--- src/rtl/load_writeback_if.sv ---
// Purpose: bundle of the load-command, memory-bus and register-file writeback
//          signals of load_writeback.
// Ports (slave = load unit view):
//   command   : start, addr, size, is_signed, dst        (in)
//   status    : busy                                     (out)
//   memory    : mem_addr, mem_rd (out); mem_rdata, mem_ack (in)
//   writeback : wa, wd, we_l, we_h, done                 (out)
//   fault     : err, err_cause                           (out)
interface load_writeback_if #(
  parameter int unsigned ADDR_W = 32
) ();
  logic              start;
  logic [ADDR_W-1:0] addr;
  logic [1:0]        size;
  logic              is_signed;
  logic [2:0]        dst;
  logic              busy;
  logic [ADDR_W-1:0] mem_addr;
  logic              mem_rd;
  logic [15:0]       mem_rdata;
  logic              mem_ack;
  logic [2:0]        wa;
  logic [31:0]       wd;
  logic              we_l;
  logic              we_h;
  logic              done;
  logic              err;
  logic [1:0]        err_cause;

  // Load unit side
  modport slave (
    input  start, addr, size, is_signed, dst, mem_rdata, mem_ack,
    output busy, mem_addr, mem_rd, wa, wd, we_l, we_h, done, err, err_cause
  );

  // Command issuer / memory model side
  modport master (
    output start, addr, size, is_signed, dst, mem_rdata, mem_ack,
    input  busy, mem_addr, mem_rd, wa, wd, we_l, we_h, done, err, err_cause
  );
endinterface

--- src/rtl/load_writeback.sv ---
// Purpose: multi-cycle load unit. Takes one byte/halfword/word load command,
//          fetches it over a 16-bit variable-latency memory bus (two beats for
//          a word), sign/zero-extends it and issues a single register-file
//          writeback cycle. Misaligned accesses and bus timeouts abort with an
//          ERR pulse instead.
// Ports:
//   clk    : clock, all state on posedge
//   rst_n  : asynchronous active-low reset
//   bus    : load_writeback_if.slave (command, memory bus, writeback, fault)
// Parameters:
//   ADDR_W  : load / memory address width
//   TIMEOUT : cycles a request may wait for mem_ack before abort (1..1023)
module load_writeback #(
  parameter int unsigned ADDR_W  = 32,
  parameter int unsigned TIMEOUT = 255
) (
  input logic              clk,
  input logic              rst_n,
  load_writeback_if.slave  bus
);

  localparam int unsigned      CNT_W          = 10;
  localparam logic [CNT_W-1:0] CNT_LAST       = CNT_W'(TIMEOUT - 1);
  localparam logic [1:0]       SZ_BYTE        = 2'b00;
  localparam logic [1:0]       SZ_HALF        = 2'b01;
  localparam logic [1:0]       SZ_WORD        = 2'b10;
  localparam logic [1:0]       CAUSE_MISALIGN = 2'b01;
  localparam logic [1:0]       CAUSE_TIMEOUT  = 2'b10;

  typedef enum logic [2:0] {
    ST_IDLE,
    ST_REQ_LO,
    ST_REQ_HI,
    ST_WB,
    ST_FAULT
  } state_e;

  state_e              state_q,     state_d;
  logic [1:0]          size_q,      size_d;
  logic                lane_q,      lane_d;
  logic                signed_q,    signed_d;
  logic [2:0]          dst_q,       dst_d;
  logic [CNT_W-1:0]    cnt_q,       cnt_d;
  logic [15:0]         lo_q,        lo_d;
  logic                busy_q,      busy_d;
  logic [ADDR_W-1:0]   mem_addr_q,  mem_addr_d;
  logic                mem_rd_q,    mem_rd_d;
  logic [2:0]          wa_q,        wa_d;
  logic [31:0]         wd_q,        wd_d;
  logic                we_l_q,      we_l_d;
  logic                we_h_q,      we_h_d;
  logic                done_q,      done_d;
  logic                err_q,       err_d;
  logic [1:0]          err_cause_q, err_cause_d;

  // Alignment rule: halfword needs bit0 clear, word needs bits1:0 clear,
  // the reserved size code is always rejected.
  function automatic logic misaligned_f(input logic [1:0] size,
                                        input logic [1:0] lsb);
    logic bad;
    case (size)
      SZ_BYTE: bad = 1'b0;
      SZ_HALF: bad = lsb[0];
      SZ_WORD: bad = (lsb != 2'b00);
      default: bad = 1'b1;
    endcase
    return bad;
  endfunction

  // Byte/halfword result from one bus beat; byte lane picked by address bit 0.
  function automatic logic [31:0] extend_f(input logic [15:0] raw,
                                           input logic [1:0]  size,
                                           input logic        lane,
                                           input logic        sgn);
    logic [7:0]  b;
    logic [31:0] r;
    b = lane ? raw[15:8] : raw[7:0];
    if (size == SZ_BYTE) begin
      r = {{24{sgn & b[7]}}, b};
    end else begin
      r = {{16{sgn & raw[15]}}, raw};
    end
    return r;
  endfunction

  // Next-state and next-output logic
  always_comb begin
    state_d     = state_q;
    size_d      = size_q;
    lane_d      = lane_q;
    signed_d    = signed_q;
    dst_d       = dst_q;
    cnt_d       = cnt_q;
    lo_d        = lo_q;
    mem_addr_d  = mem_addr_q;
    mem_rd_d    = mem_rd_q;
    wa_d        = wa_q;
    wd_d        = wd_q;
    err_cause_d = err_cause_q;
    we_l_d      = 1'b0;
    we_h_d      = 1'b0;
    done_d      = 1'b0;
    err_d       = 1'b0;

    case (state_q)
      ST_IDLE: begin
        if (bus.start) begin
          size_d   = bus.size;
          lane_d   = bus.addr[0];
          signed_d = bus.is_signed;
          dst_d    = bus.dst;
          if (misaligned_f(bus.size, bus.addr[1:0])) begin
            state_d     = ST_FAULT;
            err_d       = 1'b1;
            err_cause_d = CAUSE_MISALIGN;
          end else begin
            state_d    = ST_REQ_LO;
            mem_addr_d = {bus.addr[ADDR_W-1:1], 1'b0};
            mem_rd_d   = 1'b1;
            cnt_d      = '0;
          end
        end
      end

      ST_REQ_LO: begin
        // An ack in the timeout cycle is checked first, so it wins.
        if (bus.mem_ack) begin
          lo_d = bus.mem_rdata;
          if (size_q == SZ_WORD) begin
            // Back-to-back second beat, no idle cycle on the bus
            state_d    = ST_REQ_HI;
            mem_addr_d = mem_addr_q + ADDR_W'(2);
            cnt_d      = '0;
          end else begin
            state_d  = ST_WB;
            mem_rd_d = 1'b0;
            we_l_d   = 1'b1;
            we_h_d   = 1'b1;
            done_d   = 1'b1;
            wa_d     = dst_q;
            wd_d     = extend_f(bus.mem_rdata, size_q, lane_q, signed_q);
          end
        end else if (cnt_q == CNT_LAST) begin
          state_d     = ST_FAULT;
          mem_rd_d    = 1'b0;
          err_d       = 1'b1;
          err_cause_d = CAUSE_TIMEOUT;
        end else begin
          cnt_d = cnt_q + CNT_W'(1);
        end
      end

      ST_REQ_HI: begin
        if (bus.mem_ack) begin
          state_d  = ST_WB;
          mem_rd_d = 1'b0;
          we_l_d   = 1'b1;
          we_h_d   = 1'b1;
          done_d   = 1'b1;
          wa_d     = dst_q;
          wd_d     = {bus.mem_rdata, lo_q};
        end else if (cnt_q == CNT_LAST) begin
          state_d     = ST_FAULT;
          mem_rd_d    = 1'b0;
          err_d       = 1'b1;
          err_cause_d = CAUSE_TIMEOUT;
        end else begin
          cnt_d = cnt_q + CNT_W'(1);
        end
      end

      ST_WB:    state_d = ST_IDLE;
      ST_FAULT: state_d = ST_IDLE;
      default:  state_d = ST_IDLE;
    endcase

    busy_d = (state_d != ST_IDLE);
  end

  // State and output registers
  always_ff @(posedge clk or negedge rst_n) begin
    if (!rst_n) begin
      state_q     <= ST_IDLE;
      size_q      <= 2'b00;
      lane_q      <= 1'b0;
      signed_q    <= 1'b0;
      dst_q       <= 3'd0;
      cnt_q       <= '0;
      lo_q        <= 16'h0000;
      busy_q      <= 1'b0;
      mem_addr_q  <= '0;
      mem_rd_q    <= 1'b0;
      wa_q        <= 3'd0;
      wd_q        <= 32'h0000_0000;
      we_l_q      <= 1'b0;
      we_h_q      <= 1'b0;
      done_q      <= 1'b0;
      err_q       <= 1'b0;
      err_cause_q <= 2'b00;
    end else begin
      state_q     <= state_d;
      size_q      <= size_d;
      lane_q      <= lane_d;
      signed_q    <= signed_d;
      dst_q       <= dst_d;
      cnt_q       <= cnt_d;
      lo_q        <= lo_d;
      busy_q      <= busy_d;
      mem_addr_q  <= mem_addr_d;
      mem_rd_q    <= mem_rd_d;
      wa_q        <= wa_d;
      wd_q        <= wd_d;
      we_l_q      <= we_l_d;
      we_h_q      <= we_h_d;
      done_q      <= done_d;
      err_q       <= err_d;
      err_cause_q <= err_cause_d;
    end
  end

  assign bus.busy      = busy_q;
  assign bus.mem_addr  = mem_addr_q;
  assign bus.mem_rd    = mem_rd_q;
  assign bus.wa        = wa_q;
  assign bus.wd        = wd_q;
  assign bus.we_l      = we_l_q;
  assign bus.we_h      = we_h_q;
  assign bus.done      = done_q;
  assign bus.err       = err_q;
  assign bus.err_cause = err_cause_q;

endmodule

--- src/flat_wrapper.sv ---
// flat-port wrapper written by rule: the top's interface ports become plain ports
module load_writeback_flat 
#(
  parameter int unsigned ADDR_W  = 32,
  parameter int unsigned TIMEOUT = 255
)
  (clk, rst_n, bus_start, bus_addr, bus_size, bus_is_signed, bus_dst, bus_mem_rdata, bus_mem_ack, bus_busy, bus_mem_addr, bus_mem_rd, bus_wa, bus_wd, bus_we_l, bus_we_h, bus_done, bus_err, bus_err_cause);
  load_writeback_if #(.ADDR_W(ADDR_W)) bus_i ();
  input logic clk;
  input logic rst_n;
  input wire logic [$bits(bus_i.start)-1:0] bus_start;
  input wire logic [$bits(bus_i.addr)-1:0] bus_addr;
  input wire logic [$bits(bus_i.size)-1:0] bus_size;
  input wire logic [$bits(bus_i.is_signed)-1:0] bus_is_signed;
  input wire logic [$bits(bus_i.dst)-1:0] bus_dst;
  input wire logic [$bits(bus_i.mem_rdata)-1:0] bus_mem_rdata;
  input wire logic [$bits(bus_i.mem_ack)-1:0] bus_mem_ack;
  output wire logic [$bits(bus_i.busy)-1:0] bus_busy;
  output wire logic [$bits(bus_i.mem_addr)-1:0] bus_mem_addr;
  output wire logic [$bits(bus_i.mem_rd)-1:0] bus_mem_rd;
  output wire logic [$bits(bus_i.wa)-1:0] bus_wa;
  output wire logic [$bits(bus_i.wd)-1:0] bus_wd;
  output wire logic [$bits(bus_i.we_l)-1:0] bus_we_l;
  output wire logic [$bits(bus_i.we_h)-1:0] bus_we_h;
  output wire logic [$bits(bus_i.done)-1:0] bus_done;
  output wire logic [$bits(bus_i.err)-1:0] bus_err;
  output wire logic [$bits(bus_i.err_cause)-1:0] bus_err_cause;
  assign bus_i.start = bus_start;
  assign bus_i.addr = bus_addr;
  assign bus_i.size = bus_size;
  assign bus_i.is_signed = bus_is_signed;
  assign bus_i.dst = bus_dst;
  assign bus_i.mem_rdata = bus_mem_rdata;
  assign bus_i.mem_ack = bus_mem_ack;
  assign bus_busy = bus_i.busy;
  assign bus_mem_addr = bus_i.mem_addr;
  assign bus_mem_rd = bus_i.mem_rd;
  assign bus_wa = bus_i.wa;
  assign bus_wd = bus_i.wd;
  assign bus_we_l = bus_i.we_l;
  assign bus_we_h = bus_i.we_h;
  assign bus_done = bus_i.done;
  assign bus_err = bus_i.err;
  assign bus_err_cause = bus_i.err_cause;
  load_writeback #(.ADDR_W(ADDR_W), .TIMEOUT(TIMEOUT)) u_core (.clk(clk), .rst_n(rst_n), .bus(bus_i));
endmodule
--- config.mk ---
export PLATFORM = sky130hd
export DESIGN_NAME = load_writeback_flat
export DESIGN_NICKNAME = d
export VERILOG_FILES = /design/src/rtl/load_writeback_if.sv /design/src/rtl/load_writeback.sv /design/src/flat_wrapper.sv
export SDC_FILE = /design/constraint.sdc
export NUM_CORES = 1
export LEC_CHECK = 0
export BUFFER_PORTS_ARGS = -buffer_cell sky130_fd_sc_hd__buf_4
export CORE_MARGIN = 4
export CORE_UTILIZATION = 30
export CTS_CLUSTER_SIZE = 40
export DETAILED_ROUTE_END_ITERATION = 7
export PLACE_DENSITY_LB_ADDON = 0.15
export SYNTH_ARGS = -nofsm -noshare
export SYNTH_HDL_FRONTEND = slang
export SYNTH_SLANG_ARGS = --single-unit
--- constraint.sdc ---
create_clock -name clk -period 3.5 [get_ports clk]
set_input_delay 0.175 -clock clk [delete_from_list [all_inputs] [get_ports clk]]
set_output_delay 0.175 -clock clk [all_outputs]
set_load 0.1 [all_outputs]
# Word level (Yosys, flattened, before mapping)
# Index checks and enable logic that the tools add are counted.
[word_totals] regBits=109 word_cells=107 input_bits=58 out_inout_bits=75
[op_classes] n_mux=53 n_reduce_logical=17 bitwise_logic=2 add_sub_neg=2 eq_ne=18
[ops] cell="$mux 32" count=8
[ops] cell="$pmux 32 s2" count=2
[ops] cell="$mux 10" count=6
[ops] cell="$add 32x2->32 const B" count=1
[ops] cell="$pmux 10 s3" count=1
[ops] cell="$mux 3" count=8
[ops] cell="$mux 1" count=16
[ops] cell="$reduce_and 5->1" count=3
[ops] cell="$ne 2x2->1 const B" count=7
[ops] cell="$add 10x1->10 const B" count=1
[ops] cell="$eq 10x8->1 const B" count=1
[ops] cell="$pmux 3 s3" count=1
[ops] cell="$mux 2" count=4
[ops] cell="$mux 8" count=1
[ops] cell="$reduce_and 4->1" count=2
[ops] cell="$reduce_bool 2->1" count=4
[ops] cell="$ne 2x1->1 const B" count=3
[ops] cell="$pmux 1 s3" count=2
[ops] cell="$pmux 3 s2" count=1
[ops] cell="$reduce_bool 3->1" count=2
[ops] cell="$eq 2x2->1 const B" count=2
[ops] cell="$logic_not 2->1" count=2
[ops] cell="$pmux 1 s2" count=2
[ops] cell="$pmux 2 s2" count=1
[ops] cell="9 further kinds" count=11

# Logic depth before layout (Yosys ltp)
[depth] ltp_word=8 mapped_depth=10 depth_no_buf=8

# Least setup slack after synthesis
# OpenSTA, ideal clock, no wires.
[synth_timing] path_kind="register to register" startpoint="register u_core.mem_addr_q[5], in the netlist u_core.bus.mem_addr[5]" endpoint="register u_core.mem_addr_q[29], in the netlist u_core.bus.mem_addr[29]" setup_slack_ps=810 t_required_ps=3420 t_arrival_ps=2610 setup_ps=80 n_path_buf=0 path_stages_with_launch=7 synth_period_minus_slack_ps=2690 path_cell_list="dfrtp_1 > nand4_1 > or3_1 > nor4_2 > nand3_1 > a21oi_1 > a2bb2oi_1"
[synth_between] elab_chain_len=4
[synth_rtl] item="start: declaration" line_no="load_writeback.sv:46" rtl="logic [ADDR_W-1:0] mem_addr_q, mem_addr_d;"
[synth_rtl] item="start signal: assignment" line_no="load_writeback.sv:209" rtl="mem_addr_q <= mem_addr_d;"
[synth_rtl] item="$add 32x2->32" line_no="load_writeback.sv:132" rtl="mem_addr_d = mem_addr_q + ADDR_W'(2);"
[synth_rtl] item="$mux 32" line_no="load_writeback.sv:129" rtl="if (size_q == SZ_WORD) begin"
[synth_rtl] item="$mux 32" line_no="load_writeback.sv:127" rtl="if (bus.mem_ack) begin"
[synth_rtl] item="$pmux 32 s2" line_no="load_writeback.sv:105" rtl="case (state_q)"
# No other way between the ends. The select of a mux whose other input is x is not followed.
# A chain may end at the register's enable or synchronous reset.

# Worst setup path in the final report
[layout_timing] startpoint="register u_core.cnt_q[0]" endpoint="register u_core.cnt_q[3]"
[layout_between] elab_chain_len=4 word_cells_on_any_way=6 classes_between="1 x add/sub; 1 x eq/ne; 4 x mux"
[layout_rtl] item="start: declaration" line_no="load_writeback.sv:43" rtl="logic [CNT_W-1:0] cnt_q, cnt_d;"
[layout_rtl] item="start signal: assignment" line_no="load_writeback.sv:206" rtl="cnt_q <= cnt_d;"
[layout_rtl] item="$add 10x1->10 / $eq 10x8->1 (equally long branches)"
[layout_rtl] item="$mux 10 (*)" line_no="load_writeback.sv:143, load_writeback.sv:162"
[layout_rtl] item="$mux 10, on equally long branches" line_no="load_writeback.sv:154, load_writeback.sv:127"
[layout_rtl] item="$pmux 10 s3 (*)" line_no="load_writeback.sv:105"
# Every way passes the cells marked *; elsewhere a longest branch is shown, timed or not. The select of a mux whose other input is x is not followed.

==> results by group <==
Route
  – Number of detailed-route iterations in the first pass: 4
  – DR WL/cell: ~17 um
  – Final ANT Viol Nets: 0
  – 1st-iter DRT viols: between 200 and 250
  – WL final: roughly 16 mm
  – Vias per cell: between 5 and 6
  – DRC: 0
  – Vias: approximately 5000

Hold path
  – HP Class: in2async

Finish
  – FF/Latch Area: roughly 0.0027 mm2
  – Diodes inserted: 0
  – Multi-input gate area: ~0.0026 mm2
  – Final #Nets: slightly below 800
  – Fill cells: 1852
  – Area Overhead vs Synth: 27.3%
  – Fin util: 38.9%
  – Share of post-route cells with drive strength above 1: between 20% and 30%

STA
  – Slew Limit Fails: 0
  – Min cycle time layout: ~2.5 ns
  – RSZ-0062 raised after global routing: false
  – Final Hold Fails: 5
  – Final Setup Violations: 0
  – Setup ws final: approximately 1.0 ns
  – Clock skew: roughly 0.011 ns
  – Tcrit/Tclk final: a little under three quarters
  – Hold slack: -0.0151 ns
  – Slew Limit Headroom: between 20% and 30%
  – Fmax: a little over 400 MHz
  – Sum Neg Setup Slack: 0 ns
  – Pin slew with the least headroom to its limit: between 1 and 1.5 ns

Synth
  – Yosys reg bits: roughly 110
  – Mux contribution to synthesized area: around 5.3%
  – Synth Area in Compound Gates: 21.6%
  – Seq/Total Area, Yosys: approximately 50%
  – Syn Nets: 676
  – Share of Yosys cell area claimed by the top area cell type: 49.1%
  – Main combinational cell family by area after synthesis: compound AO/OA/AOI/OAI gates
  – Async set-reset flop share out of synthesis: 100%
  – Ys flop type: dfrtp_1
  – Yosys top cell by area: dfrtp_1
  – Syn Area/Cell: about 9 um2
  – EDFF count, synth: 0
  – Count leader, synth: dfrtp_1
  – Post-synthesis xor/xnor area fraction: 0%
  – Cell variety after synth: 56
  – Mapped cell area: 0.00551 mm2
  – Syn Inst Count: slightly above 600
  – Top post-synthesis cells by area: dfrtp_1, a21oi_1, nand2_1
  – Synth Area in Adders: 0.682%
  – Simple-gate portion of the synthesized area: about a fifth
  – Most instantiated cells after synthesis: dfrtp_1, a21oi_1, nand2_1, o21ai_0, nor2_1
  – Yosys Warn Count: 0

Worst setup path
  – Nature of the critical path endpoint: flip-flop
  – Startpoint Class: flip-flop
  – Crit Path Class: reg2reg
  – Worst EP arrival: 2.75 ns
  – Internal reg-to-reg setup slack: around 1.0 ns
  – Critical path required time: around 3.8 ns
  – CP Max Fanout: 19

Clock tree
  – CTS buffer count: 9
  – CTS sink count: around 110
  – Clock Root Buffer: clkbuf_16
  – Clock Tree Buf Depth: 2
  – Clk_lat worst skew: about 0.36 ns
  – Clock slew at the register clock pins of the worst setup and hold paths: about 0.080 ns
  – CTS Hold Bufs: 0
  – Setup repair bufs after CTS: 0
  – H-tree Lvls: 3
  – Resize count post-CTS: 0
  – CTS tree: built

Global route
  – First-pass GRT wire length: roughly 26 mm
  – Vias in the first global route: around 4900
  – Initial antenna violation count: 0
  – Largest net degree at the start of global routing: between 80 and 90
  – Overall routing resource usage: ~16%
  – Grt total ovfl: 0

Floorplanning
  – Num rows: 49
  – DIE WIDTH: 143 um
  – Initial core utilization: between 30% and 40%
  – Die Height: roughly 140 um
  – IO Count: ~130
  – Core ar.: between 0.015 and 0.02 mm2
  – Die area: roughly 0.021 mm2

Job
  – Max-Cap Viols: 0

Outcome
  – Failing checks: negative hold slack
  – Status: finished, violations left

Place
  – Dpl ws: between 1 and 1.5 ns
  – Dpl hpwl: roughly 12 mm
  – GPL Wtd Cong: around 0.86
  – Port Buf Inserts: approximately 130
## cell type report
| type | count | area share [%] |
|---|---|---|
| clock inverters | 7 | 0.911 |
| inverters | 6 | 0.321 |
| well taps | 229 | 4.09 |
| clock buffers | 9 | 3.21 |
| multi-input cells | 460 | 37.6 |
| flip-flops and latches | 108 | 38.6 |
| repair buffers | 143 | 15.3 |
## critical path: stages (launching register included)
cell       delay [ns]
dfrtp_1          0.44
inv_1            0.08
ha_1             0.14
nand2b_1         0.09
or3_1            0.53
o2bb2ai_4        0.25
o21bai_4         0.18
or4_1            0.53
a21oi_1          0.15
## cell families (layout without fill, tap and decap cells)
group	Yosys count	after routing
simple gates	226	226
compound gates	203	203
flops	108	108
buf+inv	47	165
mux	27	27
fa+ha+maj	3	3
other cells	1	1
## through the flow
| stage | cell area [um2] | cells |
|---|---|---|
| floorplan | 5510 | 615 |
| global placement | 6720 | 946 |
| detailed placement | 6720 | 946 |
| CTS | 7010 | 962 |
| global route | 7010 | 962 |
| finish | 7010 | 962 |
## flip-flops by register name, indices dropped and copies added, names as in the netlist
name                  cells
u_core.lo_q              16
u_core.bus.mem_addr      31
u_core.bus.err            1
u_core.bus.busy           1
u_core.signed_q           1
u_core.bus.wd            32
u_core.cnt_q             10
u_core.bus.done           1
u_core.size_q             2
u_core.bus.wa             3
u_core.state_q            3
u_core.bus.err_cause      2
u_core.dst_q              3
u_core.bus.mem_rd         1
u_core.lane_q             1
## metal layers
| layer | wire [um] | track usage (%) |
|---|---|---|
| met5 | 0 | 0 |
| met4 | 129 | 4.26 |
| met3 | 1000 | 3.53 |
| met2 | 7740 | 25.5 |
| met1 | 7420 | 22.0 |
## cells in the final DEF (no fill, tap or decap), types with 4 or more instances in the layout
cell       count
nand2b_1       5
nand4_1        4
nor2_1        54
dfrtp_1      108
nand2_1       86
and3_1         9
or3_1          5
inv_1          6
mux2_2        16
mux2i_1       11
a21oi_1       90
o21ai_0       59
or4_1          6
nor3_1         6
a2bb2oi_1      9
o31ai_1        8
o22ai_1       14
buf_4        143
clkbuf_16      9
nand3_1       27
## path summary, 6_finish.rpt
path	startpoint	endpoint	cells past startpoint
hold / removal	rst_n	u_core.bus.mem_addr[15]$_DFFE_PN0P_	1
min in group clk	bus_is_signed	u_core.signed_q$_DFFE_PN0P_	3
max in group asynchronous	rst_n	u_core.lo_q[10]$_DFFE_PN0P_	2
setup reg to reg	u_core.cnt_q[0]$_DFFE_PN0P_	u_core.cnt_q[3]$_DFFE_PN0P_	8
setup / recovery	u_core.cnt_q[0]$_DFFE_PN0P_	u_core.cnt_q[3]$_DFFE_PN0P_	8
hold reg to reg	u_core.dst_q[1]$_DFFE_PN0P_	u_core.bus.wa[1]$_DFFE_PN0P_	2
Power is not shown: default switching activity piles up to over one toggle a cycle in this logic, so the estimate is an artifact.
